$ cat src/rtl/mem_dump_ctrl_pkg.sv
// Shared state codes, ASCII constants and nibble selection for the memory dump sequencer.
package mem_dump_ctrl_pkg;

    typedef enum logic [2:0] {
        DMP_IDLE = 3'd0,
        DMP_ADDR = 3'd1,
        DMP_CAPT = 3'd2,
        DMP_SEND = 3'd3,
        DMP_WBSY = 3'd4,
        DMP_WRDY = 3'd5
    } dmp_state_e;

    localparam logic [7:0] ASC_COLON = 8'h3A;
    localparam logic [7:0] ASC_CR    = 8'h0D;
    localparam logic [7:0] ASC_LF    = 8'h0A;
    localparam logic [7:0] ASC_NUL   = 8'h00;

    // Index of the final character (LF) of a dump line.
    localparam logic [3:0] CHAR_LAST = 4'd9;

    // Nibble shown at a given character index: address nibbles 0..2, word nibbles 4..7.
    function automatic logic [3:0] dump_nibble(input logic [3:0]  idx,
                                               input logic [11:0] addr,
                                               input logic [15:0] word);
        logic [3:0] nib;
        nib = 4'h0;
        case (idx)
            4'd0:    nib = addr[11:8];
            4'd1:    nib = addr[7:4];
            4'd2:    nib = addr[3:0];
            4'd4:    nib = word[15:12];
            4'd5:    nib = word[11:8];
            4'd6:    nib = word[7:4];
            4'd7:    nib = word[3:0];
            default: nib = 4'h0;
        endcase
        return nib;
    endfunction

endpackage

$ cat src/rtl/nib2ascii.sv
// Combinational 4-bit nibble to uppercase ASCII hex digit converter.
module nib2ascii (
    input  logic [3:0] nib,
    output logic [7:0] ascii
);

    // Digits map from '0', letters from 'A' (0x41 - 10 = 0x37).
    always_comb begin
        ascii = 8'h00;
        if (nib < 4'd10) begin
            ascii = 8'h30 + {4'h0, nib};
        end else begin
            ascii = 8'h37 + {4'h0, nib};
        end
    end

endmodule

$ cat src/rtl/mem_dump_ctrl.sv
// Halted-CPU memory dump sequencer: walks an address range and streams "AAA:DDDD\r\n"
// lines through the UART transmitter ready/enable handshake.
module mem_dump_ctrl
    import mem_dump_ctrl_pkg::*;
#(
    parameter int unsigned MEM_LAT = 1
) (
    input  logic        clk,
    input  logic        reset,
    input  logic        start,
    input  logic        halted,
    input  logic [11:0] start_addr,
    input  logic [11:0] end_addr,
    output logic [11:0] mem_addr,
    input  logic [15:0] mem_data,
    input  logic        tx_rdy,
    output logic [7:0]  tx_byte,
    output logic        tx_enable,
    output logic        busy,
    output logic        done,
    output logic        aborted
);

    localparam logic [2:0] LAT_LAST = 3'(MEM_LAT - 1);

    dmp_state_e  state_r;
    logic [11:0] mem_addr_r;
    logic [11:0] end_addr_r;
    logic [15:0] word_r;
    logic [3:0]  char_idx_r;
    logic [2:0]  lat_cnt_r;
    logic [7:0]  tx_byte_r;
    logic        tx_enable_r;
    logic        busy_r;
    logic        done_r;
    logic        aborted_r;

    logic [3:0]  nib_sel_s;
    logic [7:0]  hex_s;
    logic [7:0]  char_s;

    assign nib_sel_s = dump_nibble(char_idx_r, mem_addr_r, word_r);

    nib2ascii u_nib2ascii (
        .nib   (nib_sel_s),
        .ascii (hex_s)
    );

    // Character for the current index; hex digits come from the single converter.
    always_comb begin
        char_s = ASC_NUL;
        case (char_idx_r)
            4'd0, 4'd1, 4'd2,
            4'd4, 4'd5, 4'd6, 4'd7: char_s = hex_s;
            4'd3:                   char_s = ASC_COLON;
            4'd8:                   char_s = ASC_CR;
            4'd9:                   char_s = ASC_LF;
            default:                char_s = ASC_NUL;
        endcase
    end

    // Dump sequencer FSM with registered handshake and status outputs.
    always_ff @(posedge clk) begin
        if (reset) begin
            state_r     <= DMP_IDLE;
            mem_addr_r  <= 12'h000;
            end_addr_r  <= 12'h000;
            word_r      <= 16'h0000;
            char_idx_r  <= 4'd0;
            lat_cnt_r   <= 3'd0;
            tx_byte_r   <= 8'h00;
            tx_enable_r <= 1'b0;
            busy_r      <= 1'b0;
            done_r      <= 1'b0;
            aborted_r   <= 1'b0;
        end else begin
            tx_enable_r <= 1'b0;
            done_r      <= 1'b0;
            aborted_r   <= 1'b0;
            case (state_r)
                DMP_IDLE: begin
                    if (start && halted) begin
                        mem_addr_r <= start_addr;
                        end_addr_r <= end_addr;
                        lat_cnt_r  <= 3'd0;
                        busy_r     <= 1'b1;
                        state_r    <= DMP_ADDR;
                    end
                end
                DMP_ADDR: begin
                    if (lat_cnt_r == LAT_LAST) begin
                        state_r <= DMP_CAPT;
                    end else begin
                        lat_cnt_r <= lat_cnt_r + 3'd1;
                    end
                end
                DMP_CAPT: begin
                    word_r     <= mem_data;
                    char_idx_r <= 4'd0;
                    state_r    <= DMP_SEND;
                end
                // Abort is only taken here, so a strobed character always finishes its handshake.
                DMP_SEND: begin
                    if (!halted) begin
                        busy_r    <= 1'b0;
                        aborted_r <= 1'b1;
                        state_r   <= DMP_IDLE;
                    end else if (tx_rdy) begin
                        tx_byte_r   <= char_s;
                        tx_enable_r <= 1'b1;
                        state_r     <= DMP_WBSY;
                    end
                end
                DMP_WBSY: begin
                    if (!tx_rdy) begin
                        state_r <= DMP_WRDY;
                    end
                end
                DMP_WRDY: begin
                    if (tx_rdy) begin
                        if (char_idx_r == CHAR_LAST) begin
                            if (mem_addr_r == end_addr_r) begin
                                busy_r  <= 1'b0;
                                done_r  <= 1'b1;
                                state_r <= DMP_IDLE;
                            end else begin
                                mem_addr_r <= mem_addr_r + 12'd1;
                                lat_cnt_r  <= 3'd0;
                                state_r    <= DMP_ADDR;
                            end
                        end else begin
                            char_idx_r <= char_idx_r + 4'd1;
                            state_r    <= DMP_SEND;
                        end
                    end
                end
                default: begin
                    busy_r  <= 1'b0;
                    state_r <= DMP_IDLE;
                end
            endcase
        end
    end

    assign mem_addr  = mem_addr_r;
    assign tx_byte   = tx_byte_r;
    assign tx_enable = tx_enable_r;
    assign busy      = busy_r;
    assign done      = done_r;
    assign aborted   = aborted_r;

endmodule

$ cat config.mk
export PLATFORM = sky130hd
export DESIGN_NAME = mem_dump_ctrl
export DESIGN_NICKNAME = d
export VERILOG_FILES = /design/src/rtl/mem_dump_ctrl_pkg.sv /design/src/rtl/nib2ascii.sv /design/src/rtl/mem_dump_ctrl.sv
export SDC_FILE = /design/constraint.sdc
export NUM_CORES = 1
export LEC_CHECK = 0
export BUFFER_PORTS_ARGS = -buffer_cell sky130_fd_sc_hd__buf_2
export CAP_MARGIN = 20
export CORE_UTILIZATION = 30
export CTS_CLUSTER_DIAMETER = 60
export DETAILED_ROUTE_END_ITERATION = 8
export GPL_ROUTABILITY_DRIVEN = 0
export PLACE_DENSITY_LB_ADDON = 0.25
export SLEW_MARGIN = 20
export SYNTH_ARGS = -nofsm -noshare
export SYNTH_HDL_FRONTEND = slang
export SYNTH_HIERARCHICAL = 1
export SYNTH_SLANG_ARGS = --single-unit
$ cat constraint.sdc
create_clock -name clk -period 2.8 [get_ports clk]
set_input_delay 0.42 -clock clk [delete_from_list [all_inputs] [get_ports clk]]
set_output_delay 0.42 -clock clk [all_outputs]
set_load 0.01 [all_outputs]
## Word-level counts from Yosys, hierarchy flattened

Cells that the tools add are included.
W data, S select, Z words.

| word-level totals | value |
|---|---|
| word-level logic and storage cells | 103 |
| register bits | 62 |
| output and inout bits | 24 |
| input port bits | 45 |

| cells by class | value |
|---|---|
| reduce and logical (&&, ||, !) cells | 19 |
| multiplexer cells | 35 |
| $lt $le $gt $ge | 1 |
| add/subtract/negate cells | 5 |
| equal/unequal tests | 26 |
| bitwise operators | 6 |

Operators by type and width:

| operator | count |
|---|---|
| $mux W12 | 4 |
| $mux W3 | 12 |
| $pmux W8 S4 | 1 |
| $pmux W4 S7 | 1 |
| $pmux W12 S2 | 1 |
| $ne A2 B2 Y1 const B | 10 |
| $pmux W3 S6 | 1 |
| $eq A4 B3 Y1 const B | 4 |
| $add A6 B4 Y7 const A | 2 |
| $add A12 B1 Y12 const B | 1 |
| $eq A12 B12 Y1 | 1 |
| $reduce_and A6 Y1 | 2 |
| $reduce_and A5 Y1 | 2 |
| $mux W1 | 9 |
| $pmux W3 S3 | 1 |
| $eq A4 B2 Y1 const B | 2 |
| $eq A4 B4 Y1 const B | 2 |
| $mux W4 | 2 |
| $mux W8 | 1 |
| $pmux W4 S2 | 1 |
| $reduce_or A7 Y1 | 1 |
| $eq A3 B2 Y1 const B | 2 |
| $eq A3 B3 Y1 const B | 2 |
| $logic_not A3 Y1 | 2 |
| 17 further kinds | 25 |

## Longest topological paths before layout

Gate-level depths: netlist (run 1).

| depth | value |
|---|---|
| depth after elaboration | 5 |
| mapped depth | 12 |
| gate-level depth less buffers | 11 |

## Modules after synthesis

Netlist (run 1), hierarchy kept.

By module, submodules not included:

| module | area each (um^2) | seq. area each (um^2) | times used | cells each |
|---|---|---|---|---|
| mem_dump_ctrl | 3214.3 | 1241.2 | 1 | 404 |
| nib2ascii | 106.4 | 0.0 | 1 | 16 |

## Worst setup path after synthesis (run 1)

Ideal clock, no wire load.

| timing | value |
|---|---|
| path kind | flip-flop to flip-flop |
| from | register char_idx_r[0] |
| to | register tx_byte_r[0] (netlist: tx_byte[0]) |
| buffers on the path | 1 |
| stages on the path, launching flop included | 11 |
| arrival time | 2.259 ns |
| data required time | 2.714 ns |
| setup slack | 0.456 ns |
| library setup time | 0.086 ns |
| period minus slack after synthesis | 2.344 ns |
| cell sequence | dfxtp_1 -> inv_1 -> ha_1 -> clkbuf_1 -> a222oi_1 -> nor2b_1 -> a311oi_1 -> o21ai_2 -> xnor2_1 -> nand2_1 -> a211oi_1 |

| between the ends | value |
|---|---|
| word-level cells in the longest chain between the ends | 5 |
| elaborated cells on any way between the ends | 17 |
| those cells by class | 2 x add/sub; 1 x order compare; 9 x eq/ne; 3 x mux; 2 x reduce/logical |

Ends and longest elaborated chain:

| element | RTL line | text |
|---|---|---|
| start: declaration | mem_dump_ctrl.sv:30 | `logic [3:0] char_idx_r;` |
| start signal: assignment | mem_dump_ctrl.sv:132 | `char_idx_r <= char_idx_r + 4'd1;` |
| $eq A4 B3 Y1, or another cell as far along | mem_dump_ctrl_pkg.sv:27 | `case (idx)` |
| $pmux W4 S7 * | mem_dump_ctrl_pkg.sv:27 |  |
| via nib_sel_s[3] | mem_dump_ctrl.sv:38 | `logic [3:0] nib_sel_s;` |
| $lt A4 B4 Y1 * | nib2ascii.sv:10 | `if (nib < 4'd10) begin` |
| $mux W8 * | nib2ascii.sv:10 |  |
| via hex_s[0] | mem_dump_ctrl.sv:39 | `logic [7:0] hex_s;` |
| $pmux W8 S4 * | mem_dump_ctrl.sv:52 | `case (char_idx_r)` |
| end signal: assignment | mem_dump_ctrl.sv:109 | `tx_byte_r <= char_s;` |
| end: declaration | mem_dump_ctrl.sv:32 | `logic [7:0] tx_byte_r;` |

Mark *: on every way through the listed nets, which the timed path passes. The rest lies on a longest branch.
A chain may end at the register's enable or synchronous reset.

## Worst setup path after layout (run 1)

| timing | value |
|---|---|
| from | register char_idx_r[0] |
| to | register tx_byte_r[4] (netlist: tx_byte[4]) |

| between the ends | value |
|---|---|
| word-level cells in the longest chain between the ends | 5 |
| elaborated cells on any way between the ends | 17 |
| those cells by class | 2 x add/sub; 1 x order compare; 9 x eq/ne; 3 x mux; 2 x reduce/logical |

Ends and longest elaborated chain:

| element | RTL line | text |
|---|---|---|
| $eq A4 B3 Y1, or another cell as far along | mem_dump_ctrl_pkg.sv:27 |  |
| $pmux W4 S7 * | mem_dump_ctrl_pkg.sv:27 |  |
| via nib_sel_s[0] | mem_dump_ctrl.sv:38 |  |
| $add A6 B4 Y7, or another cell as far along | nib2ascii.sv:13 | `ascii = 8'h37 + {4'h0, nib};` |
| $mux W8 * | nib2ascii.sv:10 |  |
| via hex_s[4] | mem_dump_ctrl.sv:39 |  |
| $pmux W8 S4 * | mem_dump_ctrl.sv:52 |  |

Marks and branches as above.

==> tab_implementation.tex, run 1 <==
\begin{tabular}{lr}
\hline
Metric & Value \\
\hline
\multicolumn{2}{l}{\textbf{Outcome}} \\
Result of the run & finished clean \\
\multicolumn{2}{l}{\textbf{Setup path}} \\
Largest driver fanout on the critical path & 9 \\
Worst setup path class & reg2reg \\
Startpoint type of the worst setup path & register \\
Delay of the slowest cell on the worst path & $\sim$0.45 ns \\
Arrival @ worst endpoint & between 2 and 3 ns \\
Kind of capture point of the worst setup path & register \\
Beginning of the worst register-to-register path & char\_idx\_r[0] \\
Worst setup path startpoint & char\_idx\_r[0] \\
Standard cell with the maximum stage delay on the critical path & a311oi\_1 \\
Cell breakdown of the critical path & inv\_1, ha\_1, a222oi\_1, nor2b\_1, a311oi\_1, inv\_1, ha\_1, and2b\_1, o21ai\_0, a21oi\_1, nor3\_1 \\
WP data required & 3.01 ns \\
\multicolumn{2}{l}{\textbf{GRT}} \\
Via count of the first global-routing pass & around 2,900 \\
Initial antenna violation count & 0 \\
Global-route wire length before repair & between 10,000 and 15,000 microns \\
Pin count of the biggest net entering global routing & between 40 and 50 \\
GRT Resource Usage Total & 0.1659 \\
GRT overflow & 0 \\
\multicolumn{2}{l}{\textbf{Detailed routing}} \\
Total Routed Length & just over 9000 microns \\
DRC & 0 \\
Remaining number of nets flagged by the antenna check after routing & 0 \\
Met2 wire len & $\sim$4200 microns \\
Drt initial violations & $\sim$140 \\
First-pass iteration count of the detailed router & 4 \\
Met1 WL & roughly 4300 microns \\
Max layer used & met4 \\
Detail Route met3 WL & approximately 460 microns \\
Routed wirelength normalized by instance count & between 10 and 15 microns \\
Vias per cell & $\sim$5 \\
Via count & 3,178 \\
\multicolumn{2}{l}{\textbf{Timing}} \\
Total negative slack & 0 ns \\
Period minus WS final & between 2 and 2.5 ns \\
Max Freq & approximately 400 MHz \\
Number of failing setup endpoints in the final timing report & 0 \\
Unrepaired setup endpoints after global routing & no \\
Share of the cycle needed by the critical path after routing & 0.8908 \\
Final slew viol count & 0 \\
Final hold violation count & 0 \\
Final worst slack & $\sim$0.3 ns \\
Relative slew slack & 0.5642 \\
Clock Skew & about 0.016 ns \\
Worst hold margin & 0.2701 ns \\
Worst-margin pin slew & 0.6373 ns \\
\multicolumn{2}{l}{\textbf{CTS}} \\
Sinks on Clock Net & 62 \\
Clock-pin transition on the worst setup and hold timing paths & about 0.080 ns \\
Buffer count from post-CTS setup fixing & 0 \\
Clk\_lat worst skew & about 0.35 ns \\
Num CTS Buffers & 9 \\
H-tree depth reported by CTS & 3 \\
Clock tree from TritonCTS & yes \\
Count of hold-fix buffers inserted at cts & 0 \\
Library cell used as clock root buffer & clkbuf\_8 \\
Post-CTS resize count & 0 \\
Clk buf depth & 2 \\
\multicolumn{2}{l}{\textbf{Floorplan}} \\
Placeable Area & 10,790 sq um \\
Top-level I/O count & slightly below 70 \\
Die H & roughly 110 microns \\
Die Outline Area & roughly 11,000 sq um \\
Overall die width & 107.2 microns \\
Initial core utilization & 0.3077 \\
Row cnt & 38 \\
\multicolumn{2}{l}{\textbf{Logic synthesis}} \\
Mean instance size in the synthesized netlist & 7.906 sq um \\
Synth warnings & 6 \\
Synthesized-area fraction occupied by and/or/nand/nor cells & 0.2472 \\
Distinct cell type count of the synthesized netlist & 52 \\
Sequential area share after synthesis & 0.3738 \\
Count of flip-flops with a built-in enable after synthesis & 0 \\
Largest family of logic cells by synthesized area & simple AND/OR/NAND/NOR gates \\
Compound-Gate Fraction of Synth Area & 0.2151 \\
Netlist Area Pre-Place & $\sim$3300 sq um \\
Synthesis-stage register bit count & between 60 and 70 \\
XOR/XNOR Fraction of Synth Area & 0.04220 \\
Nets in the synthesized netlist & 473 \\
Synthesized-area fraction occupied by adder cells & 0.03014 \\
Primary flip-flop cell chosen by synthesis mapping & dfxtp\_1 \\
Multiplexer fraction of the synthesized cell area & 0.03919 \\
FFs w/ async S/R, synth & 0 \\
Gate Count Post-Synth & between 400 and 500 \\
\multicolumn{2}{l}{\textbf{Power}} \\
Worst IR drop on VDD & roughly 0.34 mV \\
Cell area power density & between 800 and 900 nW/um\^{}2 \\
Leak & $\sim$1.5 nW \\
Sum of internal, switching and leakage power & $\sim$3.5 mW \\
\multicolumn{2}{l}{\textbf{Place}} \\
DP HPWL & roughly 6500 microns \\
Placed cell areas & between 3000 and 4000 sq um \\
Port-buffer cells & 68 \\
Post-Place Setup Slack & $\sim$0.25 ns \\
\multicolumn{2}{l}{\textbf{Finish}} \\
Most frequent cells in the layout & buf\_2 (68), dfxtp\_1 (62), nand2\_1 (56) \\
Commonest non-fill, non-tap cell in the layout & buf\_2 \\
Number of nets at the end of the flow & roughly 540 \\
Final standard cell area without fillers & between 4000 and 5000 sq um \\
Diodes inserted & 0 \\
Proportion of layout cells with a drive suffix above 1 & 0.2286 \\
Fill cells & between 1,000 and 1,500 \\
Area delta synth->final & 20.99\% \\
\multicolumn{2}{l}{\textbf{Hold path}} \\
Hold wc startpoint & halted \\
Hold Crit Class & in2reg \\
\multicolumn{2}{l}{\textbf{Flow run}} \\
Max-cap viol count & 0 \\
\hline
\end{tabular}
==> path summary, 6_finish.rpt <==
path / slack (ns) / end / depth (start not counted)
setup / recovery: 0.31 / tx_byte[4] / 11
hold / removal: 0.27 / aborted / 2
setup reg to reg: 0.31 / tx_byte[4] / 11
hold reg to reg: 0.46 / word_r[7] / 2
==> power breakdown <==
| group | switching, mW | leakage (nW) | internal (mW) | total (mW) |
|---|---|---|---|---|
| logic | 0.811 | 0.897 | 0.616 | 1.43 |
| clock network | 0.361 | 0.106 | 0.456 | 0.817 |
| registers | 0.257 | 0.503 | 1.04 | 1.29 |
| total | 1.43 | 1.51 | 2.11 | 3.54 |
==> layout make-up <==
| class | count | area (sq um) | area share |
|---|---|---|---|
| repair buffers | 83 | 452.9 | 0.1127 |
| well taps | 140 | 175.2 | 0.04360 |
| multi-input cells | 320 | 1914 | 0.4765 |
| inverters | 9 | 33.78 | 0.008409 |
| flip-flops and latches | 62 | 1241 | 0.3089 |
| clock buffers | 12 | 155.1 | 0.03862 |
| clock inverters | 4 | 45.04 | 0.01121 |
==> registers in the layout, summed over array words and instances (netlist names) <==
register    flops
mem_addr       12
end_addr_r     12
busy            1
tx_enable       1
done            1
tx_byte         8
aborted         1
word_r         16
lat_cnt_r       3
state_r         3
char_idx_r      4
==> routing by layer <==
layer | GRT usage | vias to the layer above
met5 | 0 | -
met3 | 0.03891 | 12
met1 | 0.2202 | 1470
li1 | - | 1619
met2 | 0.2539 | 77
met4 | 0.07534 | 0
==> synth_stat cells (all sizes together) (2+ instances only) <==
| master | count | area [sq um] |
|---|---|---|
| and2 | 2 | 15.02 |
| a21o | 3 | 22.52 |
| xor2 | 2 | 17.52 |
| a22oi | 9 | 67.56 |
| inv | 9 | 33.78 |
| dfxtp | 62 | 1241 |
| a2111oi | 2 | 17.52 |
| mux2i | 13 | 130.1 |
| a21oi | 51 | 255.2 |
| o32ai | 7 | 61.31 |
| nor4 | 4 | 25.02 |
| ha | 8 | 100.1 |
| buf | 9 | 61.30 |
| a211oi | 4 | 30.03 |
| and3b | 2 | 17.52 |
| nor3 | 20 | 110.1 |
| nand2 | 56 | 210.2 |
| nand2b | 10 | 62.56 |
| or2 | 6 | 37.54 |
| nand4 | 7 | 43.79 |
| nor2b | 4 | 25.02 |
| o211ai | 3 | 22.52 |
| clkbuf | 20 | 75.07 |
| xnor2 | 14 | 122.6 |
| nor3b | 2 | 15.01 |
| o21ai | 15 | 78.83 |
| nor2 | 43 | 161.4 |
| a31oi | 4 | 25.02 |
| a222oi | 4 | 40.04 |
| nand3 | 6 | 35.03 |
| a311oi | 3 | 26.28 |
| or3 | 4 | 25.02 |
==> stage by stage <==
step | instances | utilization
after floorplan | 420 | -
after global placement | 614 | 0.3532
after detailed placement | 614 | 0.3532
after CTS | 630 | 0.3718
after global routing | 630 | 0.3722
final | 630 | 0.3722
==> cells by family after synthesis <==
group	Yosys count
muxes	13
adders and majority gates	8
DFF	62
other	1
AOI/OAI and AO/OA	111
and+or+nand+nor	171
buffers and inverters	38
xor gates and xnor gates	16
==> worst max-delay path, delay by kind of cell (launching register included) <==
| family | cells | cell delay [ns] |
|---|---|---|
| AO/OA/AOI/OAI | 4 | 0.79 |
| adder cells (fa/ha/maj) | 2 | 0.57 |
| AND/OR/NAND/NOR | 3 | 0.44 |
| flip-flops | 1 | 0.36 |
| buffers and inverters | 2 | 0.19 |
(Power assumes the default switching activity.)
==> run 2, diff against run 1 <==
- SYNTH_HIERARCHICAL: 1 -> not set
==> run 2 against run 1 <==
Against the previous run: first-iteration DRC count rose by 26%; sequential power decreased by 12%; register-to-register slack improved by 0.14 ns; final cell count fell by 4.0%; setup slack better by 0.14 ns.
==> tab_implementation.tex, run 2 <==
\begin{tabular}{lr}
\hline
Metric & Value \\
\hline
\multicolumn{2}{l}{\textbf{GRT}} \\
Initial antenna violation count & 0 (unchanged) \\
Met1 Usage GRT & 0.2204 (about the same) \\
Met2 capacity usage during global routing & 0.2723 (+0.01835) \\
Global-route wire length before repair & 14,900 microns (+2.6\%) \\
Pin count of the biggest net entering global routing & 47 (+12\%) \\
Via count of the first global-routing pass & 2,972 (+1.1\%) \\
Met3 GRT Util & 0.04169 (+0.002786) \\
GRT overflow & 0 (unchanged) \\
Most utilized layer in the global route result & met2 \\
GRT Resource Usage Total & 0.1698 (+0.003821) \\
\multicolumn{2}{l}{\textbf{Logic synthesis}} \\
FFs w/ async S/R, synth & 0 (unchanged) \\
Netlist Area Pre-Place & 3262 sq um (-1.8\%) \\
Nets in the synthesized netlist & 458 (-3.2\%) \\
Sequential area share after synthesis & 0.3744 (+0.0006012) \\
Synthesis-stage register bit count & 61 (-1.6\%) \\
Mean instance size in the synthesized netlist & 8.034 sq um (+1.6\%) \\
Share of the synthesized area in the top cell type & 0.3744 (+0.0006012) \\
Most used standard cells in the synthesized netlist & dfxtp\_1 (61), nand2\_1 (54), a21oi\_1 (47) \\
Synth warnings & 0 (-6) \\
Top post-synthesis cells by area & dfxtp\_1 (37\%), a21oi\_1 (7.2\%), nand2\_1 (6.2\%) \\
Distinct cell type count of the synthesized netlist & 60 (+15\%) \\
Gate Count Post-Synth & 406 (-3.3\%) \\
Primary flip-flop cell chosen by synthesis mapping & dfxtp\_1 \\
Most frequent cell after synthesis & dfxtp\_1 \\
Dominant cell type by area after synthesis & dfxtp\_1 \\
Count of flip-flops with a built-in enable after synthesis & 0 (unchanged) \\
\multicolumn{2}{l}{\textbf{Detailed routing}} \\
Remaining number of nets flagged by the antenna check after routing & 0 (unchanged) \\
Vias per cell & 5.136 (+1.8\%) \\
Total Routed Length & 9027 microns (-0.66\%) \\
First-pass iteration count of the detailed router & 4 (unchanged) \\
Routed wirelength normalized by instance count & 14.92 microns (+3.4\%) \\
DRC & 0 (unchanged) \\
Drt initial violations & 170 (+26\%) \\
Via count & 3,107 (-2.2\%) \\
\multicolumn{2}{l}{\textbf{Finish}} \\
Largest register FFs & 16 (unchanged) \\
Most frequent cells in the layout & buf\_2 (67), dfxtp\_1 (61), nand2\_1 (54) \\
Number of nets at the end of the flow & 517 (-3.9\%) \\
Largest reg by FF count & word\_r \\
Commonest non-fill, non-tap cell in the layout & buf\_2 \\
Util after Layout & 0.3795 (+0.007212) \\
Area delta synth->final & 21.17\% \\
Diodes inserted & 0 (unchanged) \\
Proportion of layout cells with a drive suffix above 1 & 0.2303 (+0.001706) \\
\multicolumn{2}{l}{\textbf{Timing}} \\
Final slew viol count & 0 (unchanged) \\
Period minus WS final & 2.352 ns (-0.1420 ns) \\
Relative slew slack & 0.4158 (-0.1484) \\
Worst-margin pin slew & 0.8764 ns (+0.2391 ns) \\
Clock Skew & 0.01186 ns (-0.004221 ns) \\
Worst hold margin & 0.3040 ns (+0.03393 ns) \\
Total negative slack & 0 ns (unchanged) \\
Final hold violation count & 0 (unchanged) \\
Share of the cycle needed by the critical path after routing & 0.8401 (-0.05070) \\
Max Freq & 425.1 MHz (+6.0\%) \\
Unrepaired setup endpoints after global routing & no \\
Number of failing setup endpoints in the final timing report & 0 (unchanged) \\
\multicolumn{2}{l}{\textbf{Power}} \\
Cell-internal power & 1.988 mW (-5.7\%) \\
Net switching power & 1.060 mW (-26\%) \\
Sw Share & 0.3479 (-0.05620) \\
Share of total power in the clock network & 0.303 (+0.072) \\
Comb power frac & 0.323 (-0.080) \\
Relative contribution of sequential cells to total power & 0.373 (+0.007) \\
Leak & 1.607 nW (+6.7\%) \\
Worst IR drop on VDD & 0.2513 mV (-26\%) \\
Cell area power density & 771.2 nW/um\^{}2 (-12\%) \\
\multicolumn{2}{l}{\textbf{Setup path}} \\
Startpoint type of the worst setup path & register \\
Worst setup path startpoint & state\_r[0] \\
Worst-case register-to-register setup slack & 0.45 ns (+0.14 ns) \\
Endpoint of the lowest-slack register-to-register path & mem\_addr[0] \\
Kind of capture point of the worst setup path & register \\
Cell breakdown of the critical path & a211oi\_1, a311o\_1, o21bai\_4, nor2\_2, a21oi\_1, a311oi\_1 \\
Arrival @ worst endpoint & 2.61 ns (-0.10 ns) \\
WP data required & 3.06 ns (+0.05 ns) \\
Largest driver fanout on the critical path & 18 (+9) \\
End of the critical path & mem\_addr[0] \\
Delay of the slowest cell on the worst path & 0.69 ns (+0.24 ns) \\
Beginning of the worst register-to-register path & state\_r[0] \\
Cell count of the worst reg-to-reg path & 6 (-5) \\
Standard cell with the maximum stage delay on the critical path & dfxtp\_1 \\
Worst setup path class & reg2reg \\
\multicolumn{2}{l}{\textbf{CTS}} \\
Post-CTS resize count & 0 (unchanged) \\
H-tree depth reported by CTS & 3 (unchanged) \\
Buffer count from post-CTS setup fixing & 0 (unchanged) \\
Count of hold-fix buffers inserted at cts & 0 (unchanged) \\
Clk buf depth & 2 (unchanged) \\
Num CTS Buffers & 9 (unchanged) \\
Clk\_lat worst skew & 0.35 ns (about the same) \\
Sinks on Clock Net & 61 (-1.6\%) \\
Library cell used as clock root buffer & clkbuf\_8 \\
Clock-pin transition on the worst setup and hold timing paths & 0.08 ns (about the same) \\
Clock tree from TritonCTS & yes \\
\multicolumn{2}{l}{\textbf{Hold path}} \\
Hold Crit Class & in2reg \\
\multicolumn{2}{l}{\textbf{Floorplan}} \\
Placeable Area & 10,420 sq um (-3.5\%) \\
Top-level I/O count & 69 (unchanged) \\
Die Outline Area & 11,290 sq um (-1.7\%) \\
Die H & 106.3 microns (-0.87\%) \\
Overall die width & 106.3 microns (-0.87\%) \\
Initial core utilization & 0.3132 (+0.005479) \\
Row cnt & 37 (-2.6\%) \\
\multicolumn{2}{l}{\textbf{Place}} \\
Port-buffer cells & 67 (-1.5\%) \\
DP HPWL & 6621 microns (+1.7\%) \\
\multicolumn{2}{l}{\textbf{Flow run}} \\
Max-cap viol count & 0 (unchanged) \\
\multicolumn{2}{l}{\textbf{Outcome}} \\
Result of the run & finished clean \\
\hline
\end{tabular}
## run 2: changes by cell type after synthesis, sizes merged, moves of 3 or more
cell and change:
a22oi -4, a21oi -4, xor2 +13, nand2b -5
nor3 -7, nand3 +4, buf +6, or2 -3
o21ai -4, xnor2 -10, o32ai -4, clkbuf -3
## run 2: final cells by class
type / count / area, sq um
Timing Repair Buffer: 80 / 432.9
Fill cell: 1137 / 6464
Inverter: 10 / 37.54
Sequential cell: 61 / 1221
Clock inverter: 3 / 67.56
Tap cell: 136 / 170.2
Clock buffer: 12 / 165.2
Multi-Input combinational cell: 303 / 1858
## run 2: how the worst min path moves through the flow
stage / slack [ns] / cells past startpoint / end / from
after global routing: 0.29 / 3 / end_addr_r[3] / end_addr[3]
after global placement: 0.45 / 2 / word_r[5] / word_r[5]
after floorplan: 0.43 / 2 / word_r[9] / word_r[9]
final: 0.30 / 3 / end_addr_r[0] / end_addr[0]
after CTS: 0.30 / 3 / end_addr_r[10] / end_addr[10]
after detailed placement: 0.45 / 2 / word_r[5] / word_r[5]
## run 2: layer usage
layer,vias to the layer above,part of all wire,wire (microns)
met5,-,0,0
met4,0,0.012,112
met3,8,0.039,354
met2,69,0.48,4320
met1,1473,0.47,4240
li1,1557,-,-
## run 2: power groups by stage
stage          combinational, mW  clock [mW]  sequential, mW
6_report                   0.986       0.925            1.14
5_1_grt                     1.09       0.995            1.16
4_1_cts                    0.994       0.937            1.14
3_5_place_dp               0.991           0            1.16
3_3_place_gp               0.976           0            1.15
2_1_floorplan              0.726           0            1.12
## run 2: worst max-delay path, delay by kind of cell, from the launching register on
| family | cells | cell delay [ns] |
|---|---|---|
| simple gates | 1 | 0.48 |
| flops | 1 | 0.69 |
| compound gates | 5 | 1.08 |
## run 2: cells by family (layout without fill, tap and decap cells)
kind of cell | after synthesis | in the layout | share of synthesized area
XOR/XNOR | 19 | 19 | 0.05102
other | 1 | 1 | 0.001150
AO/OA/AOI/OAI | 107 | 107 | 0.2229
AND/OR/NAND/NOR | 153 | 153 | 0.2183
multiplexers | 16 | 16 | 0.04948
buffers and inverters | 42 | 105 | 0.05600
adder cells (fa/ha/maj) | 7 | 7 | 0.02685
flip-flops | 61 | 61 | 0.3744
## run 2: per-stage QoR
stage	worst slack (ns)	instance area [sq um]	std cells	power, mW
6_report	0.4478	3953	605	3.048
5_1_grt	0.2504	3953	605	3.244
4_1_cts	0.4481	3953	605	3.070
3_5_place_dp	0.4701	3720	590	2.148
3_3_place_gp	0.5762	3720	590	2.127
2_1_floorplan	0.8682	3262	406	1.844
